[src/rtl/rgb_seq_pkg.sv]
// Shared types and constants for the RGB fade sequencer: FSM states, the colour
// program, the gamma table and the per-channel step function.
package rgb_seq_pkg;

    typedef enum logic [1:0] {IDLE, FADE, HOLD} state_t;

    localparam int PROG_W = 6;

    typedef struct packed {
        logic [PROG_W-1:0] r;
        logic [PROG_W-1:0] g;
        logic [PROG_W-1:0] b;
    } rgb_t;

    // Entry 0 is the least significant element.
    localparam rgb_t [7:0] COLOUR_PROG = {
        {6'd0,  6'd0,  6'd0 },
        {6'd63, 6'd63, 6'd63},
        {6'd63, 6'd0,  6'd63},
        {6'd0,  6'd63, 6'd63},
        {6'd63, 6'd63, 6'd0 },
        {6'd0,  6'd0,  6'd63},
        {6'd0,  6'd63, 6'd0 },
        {6'd63, 6'd0,  6'd0 }
    };

    // Square-law perceptual correction, rounded: g(x) = (x*x + 31) / 63.
    function automatic logic [63:0][PROG_W-1:0] gamma_build();
        logic [63:0][PROG_W-1:0] tbl;
        for (int i = 0; i < 64; i++)
            tbl[i] = PROG_W'((i * i + 31) / 63);
        return tbl;
    endfunction

    localparam logic [63:0][PROG_W-1:0] GAMMA_TBL = gamma_build();

    function automatic logic [15:0] step_toward(input logic [15:0] cur,
                                                input logic [15:0] tgt);
        if (cur < tgt)
            return cur + 16'd1;
        else if (cur > tgt)
            return cur - 16'd1;
        else
            return cur;
    endfunction

endpackage

[src/rtl/rgb_tick_gen.sv]
// Button synchronizer and run-gated prescaler producing the fade tick.
module rgb_tick_gen #(
    parameter int TICK_DIV = 50000
) (
    input  logic clk,
    input  logic reset,
    input  logic btn,
    output logic run,
    output logic tick
);
    localparam int CW = (TICK_DIV > 2) ? $clog2(TICK_DIV) : 1;

    logic          btn_meta;
    logic          btn_sync;
    logic [CW-1:0] presc;
    logic          wrap;

    assign wrap = (presc == CW'(TICK_DIV - 1));

    // The prescaler freezes while paused so a resume keeps the same tick phase.
    always_ff @(posedge clk) begin
        if (reset) begin
            btn_meta <= 1'b0;
            btn_sync <= 1'b0;
            presc    <= '0;
        end else begin
            btn_meta <= btn;
            btn_sync <= btn_meta;
            if (btn_sync)
                presc <= wrap ? '0 : presc + CW'(1);
        end
    end

    assign run  = btn_sync;
    assign tick = btn_sync && wrap;

endmodule

[src/rtl/rgb_fade_seq.sv]
// RGB colour-program fade sequencer driving the per-channel PWM duties.
// Optional RGB_GAMMA_EN adds a registered gamma lookup stage on the duty outputs.
module rgb_fade_seq import rgb_seq_pkg::*; #(
    parameter int DUTY_W     = 6,
    parameter int TICK_DIV   = 50000,
    parameter int HOLD_TICKS = 500
) (
    input  logic              clk,
    input  logic              reset,
    input  logic              btn,
    output logic [DUTY_W-1:0] duty_r,
    output logic [DUTY_W-1:0] duty_g,
    output logic [DUTY_W-1:0] duty_b,
    output logic              duty_vld,
    output logic [2:0]        step_idx,
    output logic              busy
);
    localparam int HW = $clog2(HOLD_TICKS + 1);

    logic              run, tick;
    state_t            state, state_nxt;
    logic [HW-1:0]     hold_cnt, hold_nxt, hold_inc;
    logic [2:0]        step_nxt;
    logic [DUTY_W-1:0] lin_r, lin_g, lin_b;
    logic [DUTY_W-1:0] nxt_r, nxt_g, nxt_b;
    logic [DUTY_W-1:0] tgt_r, tgt_g, tgt_b;
    logic              lin_vld, at_tgt;

    rgb_tick_gen #(.TICK_DIV(TICK_DIV)) u_tick (
        .clk   (clk),
        .reset (reset),
        .btn   (btn),
        .run   (run),
        .tick  (tick)
    );

    assign tgt_r    = DUTY_W'(COLOUR_PROG[step_idx].r);
    assign tgt_g    = DUTY_W'(COLOUR_PROG[step_idx].g);
    assign tgt_b    = DUTY_W'(COLOUR_PROG[step_idx].b);
    assign at_tgt   = (lin_r == tgt_r) && (lin_g == tgt_g) && (lin_b == tgt_b);
    assign hold_inc = hold_cnt + HW'(1);

    // Ticks only occur while running, so pause freezes everything implicitly.
    always_comb begin
        state_nxt = state;
        hold_nxt  = hold_cnt;
        step_nxt  = step_idx;
        nxt_r     = lin_r;
        nxt_g     = lin_g;
        nxt_b     = lin_b;
        case (state)
            IDLE: if (run) state_nxt = FADE;
            FADE: if (tick) begin
                if (at_tgt) begin
                    state_nxt = HOLD;
                    hold_nxt  = '0;
                end else begin
                    nxt_r = DUTY_W'(step_toward(16'(lin_r), 16'(tgt_r)));
                    nxt_g = DUTY_W'(step_toward(16'(lin_g), 16'(tgt_g)));
                    nxt_b = DUTY_W'(step_toward(16'(lin_b), 16'(tgt_b)));
                end
            end
            HOLD: if (tick) begin
                hold_nxt = hold_inc;
                if (hold_inc == HW'(HOLD_TICKS)) begin
                    state_nxt = FADE;
                    step_nxt  = step_idx + 3'd1;
                end
            end
            default: state_nxt = IDLE;
        endcase
    end

    always_ff @(posedge clk) begin
        if (reset) begin
            state    <= IDLE;
            hold_cnt <= '0;
            step_idx <= '0;
            lin_r    <= '0;
            lin_g    <= '0;
            lin_b    <= '0;
            lin_vld  <= 1'b0;
        end else begin
            state    <= state_nxt;
            hold_cnt <= hold_nxt;
            step_idx <= step_nxt;
            lin_r    <= nxt_r;
            lin_g    <= nxt_g;
            lin_b    <= nxt_b;
            lin_vld  <= (nxt_r != lin_r) || (nxt_g != lin_g) || (nxt_b != lin_b);
        end
    end

    assign busy = (state != IDLE);

`ifdef RGB_GAMMA_EN
    logic [DUTY_W-1:0] gam_r, gam_g, gam_b;
    logic [DUTY_W-1:0] gin_r, gin_g, gin_b;
    logic              gam_vld;

    assign gin_r = DUTY_W'(GAMMA_TBL[PROG_W'(lin_r)]);
    assign gin_g = DUTY_W'(GAMMA_TBL[PROG_W'(lin_g)]);
    assign gin_b = DUTY_W'(GAMMA_TBL[PROG_W'(lin_b)]);

    // Valid tracks changes after correction; flat regions of the curve emit no pulse.
    always_ff @(posedge clk) begin
        if (reset) begin
            gam_r   <= '0;
            gam_g   <= '0;
            gam_b   <= '0;
            gam_vld <= 1'b0;
        end else begin
            gam_r   <= gin_r;
            gam_g   <= gin_g;
            gam_b   <= gin_b;
            gam_vld <= (gin_r != gam_r) || (gin_g != gam_g) || (gin_b != gam_b);
        end
    end

    assign duty_r   = gam_r;
    assign duty_g   = gam_g;
    assign duty_b   = gam_b;
    assign duty_vld = gam_vld;
`else
    assign duty_r   = lin_r;
    assign duty_g   = lin_g;
    assign duty_b   = lin_b;
    assign duty_vld = lin_vld;
`endif

endmodule
[config.mk]
export PLATFORM = sky130hd
export DESIGN_NAME = rgb_fade_seq
export DESIGN_NICKNAME = d
export VERILOG_FILES = /design/src/rtl/rgb_seq_pkg.sv /design/src/rtl/rgb_tick_gen.sv /design/src/rtl/rgb_fade_seq.sv
export SDC_FILE = /design/constraint.sdc
export NUM_CORES = 1
export LEC_CHECK = 0
export CAP_MARGIN = 20
export CORE_ASPECT_RATIO = 1.5
export CORE_UTILIZATION = 50
export CTS_CLUSTER_DIAMETER = 200
export DETAILED_ROUTE_END_ITERATION = 6
export GPL_TIMING_DRIVEN = 0
export PLACE_DENSITY = 0.7
export SLEW_MARGIN = 0
export SYNTH_ARGS = -nofsm -noshare
export SYNTH_HDL_FRONTEND = slang
export SYNTH_SLANG_ARGS = --single-unit
[constraint.sdc]
create_clock -name clk -period 4.2 [get_ports clk]
set_input_delay 0.42 -clock clk [delete_from_list [all_inputs] [get_ports clk]]
set_output_delay 0.42 -clock clk [all_outputs]
set_load 0.02 [all_outputs]
After elaboration in Yosys (flattened, before gate mapping)
Memory sizes are Yosys's and may differ from the RTL's. A register that Yosys moved wholly into a read port is not among the register bits.
Cells that the tools add are included.
Storage, ports and cells
  bits of input ports: 3
  word-level logic and storage cells: 82
  memory bits (read-only): 144
  flip-flop bits (word level): 51
  memories: 1
Memories
  (name not given): words 8, width 18, rd ports 1, clocked after memory_dff 1, write ports 0, line rgb_fade_seq.sv:39  | assign tgt_b = DUTY_W'(COLOUR_PROG[step_idx].b);
Cells by class
  eq/ne operators: 15
  magnitude comparators: 7
  add/subtract/negate cells: 9
  reduce and logical (&&, ||, !) cells: 11
  multiplexer cells: 29
Operators by type and width (number)
  6-bit two-way mux: 15
  9-bit two-way mux: 3
  6-bit by 1-bit adder with 6-bit output, second input constant: 3
  6-bit equality test: 3
  6-bit greater-than comparator: 3
  6-bit less-than comparator: 3
  18-bit two-way mux: 1
  6-bit inequality test: 3
  9-bit one-hot mux with 2 select lines: 1
  6-bit by 1-bit subtractor with 6-bit output, second input constant: 3
  16-bit by 1-bit adder with 16-bit output, second input constant: 1
  16-bit equality test, second input constant: 1
  16-bit two-way mux: 1
  2-bit two-way mux: 5
  9-bit by 1-bit adder with 9-bit output, second input constant: 1
  9-bit equality test, second input constant: 1
  2-bit inequality test, second input constant: 4
  3-bit two-way mux: 2
  2-bit one-hot mux with 3 select lines: 1
  5-bit AND reduction: 1
  3-bit by 4-bit less-than comparator with 1-bit output, second input constant: 1
  4-bit AND reduction: 1
  2-bit nonzero test: 2
  3-bit by 1-bit adder with 3-bit output, second input constant: 1
  other kinds (7): 10

Longest topological paths before layout
  depth in word-level cells: 11
  depth in mapped cells: 10
  mapped depth without buffers: 9

Cells and area by module
From an unflattened synthesis, not the netlist that was laid out.
Second synthesis, totals
  cell total of the unflattened synthesis: 413
  area, all modules: 3443.3 um2
By module, submodules not included
  rgb_fade_seq: sequential area each 720.7 um2, instances 1, cells an instance 325, area each 2632.5 um2
  rgb_tick_gen: sequential area each 360.3 um2, instances 1, cells an instance 88, area each 810.8 um2

Worst setup path after synthesis
No wires, ideal clock.
  path kind: register -> register
  start: reg lin_g[0] (netlist: duty_g[0])
  end: reg lin_b[1] (netlist: duty_b[1])
  path slack: 1876 ps
  clock period less this slack: 2324 ps
  path buffers: 2
  arrival: 2197 ps
  cell stages (with the launch flop): 11
  library setup time: 128 ps
  cells stage by stage: dfxtp_1 inv_1 ha_1 nand4_1 nor2_1 a311o_1 buf_2 clkbuf_1 nor3_1 a221oi_1 nor2_1
On the way
  longest elaborated chain between the ends: 6
Ends and longest elaborated chain
  from (decl): line rgb_fade_seq.sv:24  | logic [DUTY_W-1:0] lin_r, lin_g, lin_b;
  from (signal assigned): line rgb_fade_seq.sv:88  | lin_g <= nxt_g;
  6-bit equality test: line rgb_fade_seq.sv:40  | assign at_tgt = (lin_r == tgt_r) && (lin_g == tgt_g) && (lin_b == tgt_b);
  1-bit logical AND (2 in a row): line rgb_fade_seq.sv:40
  6-bit two-way mux: line rgb_fade_seq.sv:54  | if (at_tgt) begin
  6-bit two-way mux: line rgb_fade_seq.sv:53  | FADE: if (tick) begin
  6-bit two-way mux: line rgb_fade_seq.sv:51  | case (state)
  to (signal assigned): line rgb_fade_seq.sv:89  | lin_b <= nxt_b;
  to (decl): line rgb_fade_seq.sv:24
No other way between the ends.
A chain may end at the register's enable or synchronous reset.

==> results.md <==
- Status: finished clean
- Post-CTS setup repair buffer count: 0
- Die height: 101.9 µm
- Worst vdd ir: 194.8 µV
- Die area: ~7000 µm²
- 1st-iter DRT viols: 152
- Num ports: 26
- Die span in x: ~69 µm
- Pleak: 1.371 nW
- HP Start: u_tick.btn_meta
- Fin crit share: 65.78%
- Post-synth EDFFs: 0
- Initial Util: about half
- RePlAce Congestion: roughly 0.8
- Crit-path max FO: 10
- Clock root buffer master: clkbuf_8
- Worst-Margin Slew: 843.2 ps
- PortBufs: 25
- CP Launch Type: flop
- Fmax: about 0.36 GHz
- Most frequent cells in the layout: nor2_1 (58), dfxtp_1 (54), a21oi_1 (32)
- Clk buf depth: 2
- Final #Nets: around 470
- Reg area: roughly 1100 µm²
- Max-Cap Viols: 0
- Reg-to-reg endpoint: duty_b[1]
- Max-slew violations: 0
- TritonCTS clock tree: built
- Largest net degree at the start of global routing: 18
- Core ar.: 6441 µm²
- Layout cells sized above 1: roughly 5%
- Worst slew margin: 43.79%
- Synth area leaders: dfxtp_1 (33%), ha_1 (11%), nor2_1 (6.6%)
- Cells after synthesis: 406
- Async SR Flop Fraction: 0%
- Worst hold path stage count: 1
- Mux cell area share after synthesis: under 10%
- Fin crit period: ~2800 ps
- Mean area per synthesized cell: 8.185 µm²
- Post-Syn Area: 3323 µm²
- Yosys top cell by area: dfxtp_1
- Vias: slightly below 3,000
- # hold bufs at CTS: 0
- Post-synthesis xor/xnor area fraction: under 10%
- Final hold violation count: 0
- Critical path class: reg2reg
- Most common cell after layout, fill and taps aside: nor2_1
- Routed Wire Length: 6994 µm
- Worst Setup SP: tgt_b[5]
- WP buf/inv: 3
- Power density over the cells: around 240 nW/µm²
- GRT Overall Usage: 21.35%
- Simple-Gate Fraction of Synth Area: 27.56%
- # setup viols final: 0
- Post-synth top area share: 32.53%
- Seq cells post-synth: 54
- Initial DRT Pass Iterations: 5
- Total power: 0.0009252 W
- Worst EP arrival: 2970 ps
- WL/cell: 13.58 µm
- Total CTS buffers: 5
- Top_reg_cell synth: dfxtp_1
- Vias in the first global route: 2,555
- Yosys warns: 0
- Footprint of the multi-input gates: 2123 µm²
- Reg2reg path depth: 10
- Clk sinks: between 50 and 60
- Critical R2R Launch: tgt_b[5]
- Final HPWL from detailed placement: roughly 5200 µm
- Post-synthesis sequential area ratio: 32.53%
- CP Data Required Time: 4400 ps
- Syn-to-layout area delta: 13.82%
- Critical path's most frequent cell: nor2_1
- Clock latency at the later pin of the worst-skew pair: 320 ps
- Vias per inst: 5.616
- GRT Residual Overflow: 0
- Antenna Cells: 0
- Crit-path slowest cell: nor2_1
- Unique masters post-synth: 52
- CP Cell Sequence: inv_1 > ha_1 > nand4_1 > nor2_1 > a311o_1 > buf_2 > clkbuf_1 > nor3_1 > a221oi_1 > nor2_1
- CP delay by family, top: buffers and inverters
- RSZ-0062 raised after global routing: false
- Compound-Gate Fraction of Synth Area: 15.44%
- Adder-cell area share of the yosys netlist: 10.54%
- Detailed-route DRC error count: 0
- CTS clock-pin slew for the worst setup and hold paths: 110 ps
- Hold Path End: u_tick.run
- HP Class: reg2reg
- Critical path's largest stage delay: 420 ps
- Fill cells: 614
- Core Rows: 36
- Synthesized net count: 437
- Max Clock Skew: 9.837 ps
- Post-Route Setup TNS: 0 ps
- FF-to-FF setup slack: 1440 ps
- Setup crit end kind: flop
- Initial antenna violation count: 0
- Number of H-tree levels: 2
- Antenna Nets Post-Route: 0
- Largest family of logic cells by synthesized area: simple AND/OR/NAND/NOR gates
- PostCTS Resize Cnt: 0
- First-pass GRT wire length: 11,410 µm
## cells in the mapped netlist, types with 3 or more instances
library cell,n
nor2_1,58
dfxtp_1,54
a21oi_1,32
ha_1,28
nand2_1,25
inv_1,19
xnor2_1,18
o21ai_0,17
nand4_1,16
nand3_1,15
xor2_1,12
nor2b_1,11
clkbuf_1,10
nor3_1,10
or3_1,9
mux2i_1,7
a21o_1,6
nand2b_1,5
a31oi_1,4
or2_2,4
nand3b_1,3
nor3b_1,3
or4_1,3
## per-layer routing
layer	wire length, µm	share of wire, %	vias to the layer above	GRT usage [%]
met3	150	2.1	6	3.683
met5	0	0	-	0
met4	73	1.0	0	6.891
met2	3721	53	31	38.61
met1	3049	44	1346	24.59
li1	-	-	1509	-
## worst register-to-register path, stage by stage (launching register included)
cell and delay, ps:
dfxtp_1 350, inv_1 100, ha_1 320, nand4_1 120, nor2_1 430, a311o_1 320
buf_2 230, clkbuf_1 380, nor3_1 80, a221oi_1 250, nor2_1 60
## cell type report
type,count,area share [%]
clock inverters,3,1.191
plain buffers,12,1.257
repair buffers,25,6.616
multi-input cells,321,56.14
flip-flops and latches,54,28.58
well taps,76,2.514
clock buffers,5,1.819
inverters,19,1.886
## report_power, final
group | switching, W | internal [W]
registers | 0.00000378 | 0.000515
logic | 0.0000274 | 0.0000178
clock network | 0.000184 | 0.000178
## registers in the layout (all words and copies together), names as in the netlist
signal and count:
u_tick.presc 16, hold_cnt 9, duty_b 6, duty_g 6, duty_r 6, step_idx 3, state 2, duty_vld 1
tgt_b 1, tgt_g 1, tgt_r 1, u_tick.btn_meta 1, u_tick.run 1
## worst max-delay path by stage
stage	end	cells after the start
after floorplan	duty_b[1]	10
after global placement	duty_b[1]	10
after detailed placement	duty_b[1]	10
after CTS	duty_b[1]	10
after global routing	duty_b[1]	10
final	duty_b[1]	10
## logic make-up after synthesis
logic type | count (synthesis)
muxes | 8
xor gates and xnor gates | 30
and+or+nand+nor | 175
buffers and inverters | 31
adders and majority gates | 28
DFF | 54
AOI/OAI and AO/OA | 80
## metrics by stage
step	area (µm²)	hold WS (ps)	setup slack [ps]	utilization [%]	std cells
3_5_place_dp	3669	439.0	1441	56.95	507
4_1_cts	3782	464.0	1425	58.72	515
3_3_place_gp	3669	431.2	1475	56.95	507
5_1_grt	3782	491.9	1131	58.72	515
2_1_floorplan	3323	413.8	1876	-	406
6_report	3782	455.6	1437	58.72	515
(Power assumes the default switching activity.)
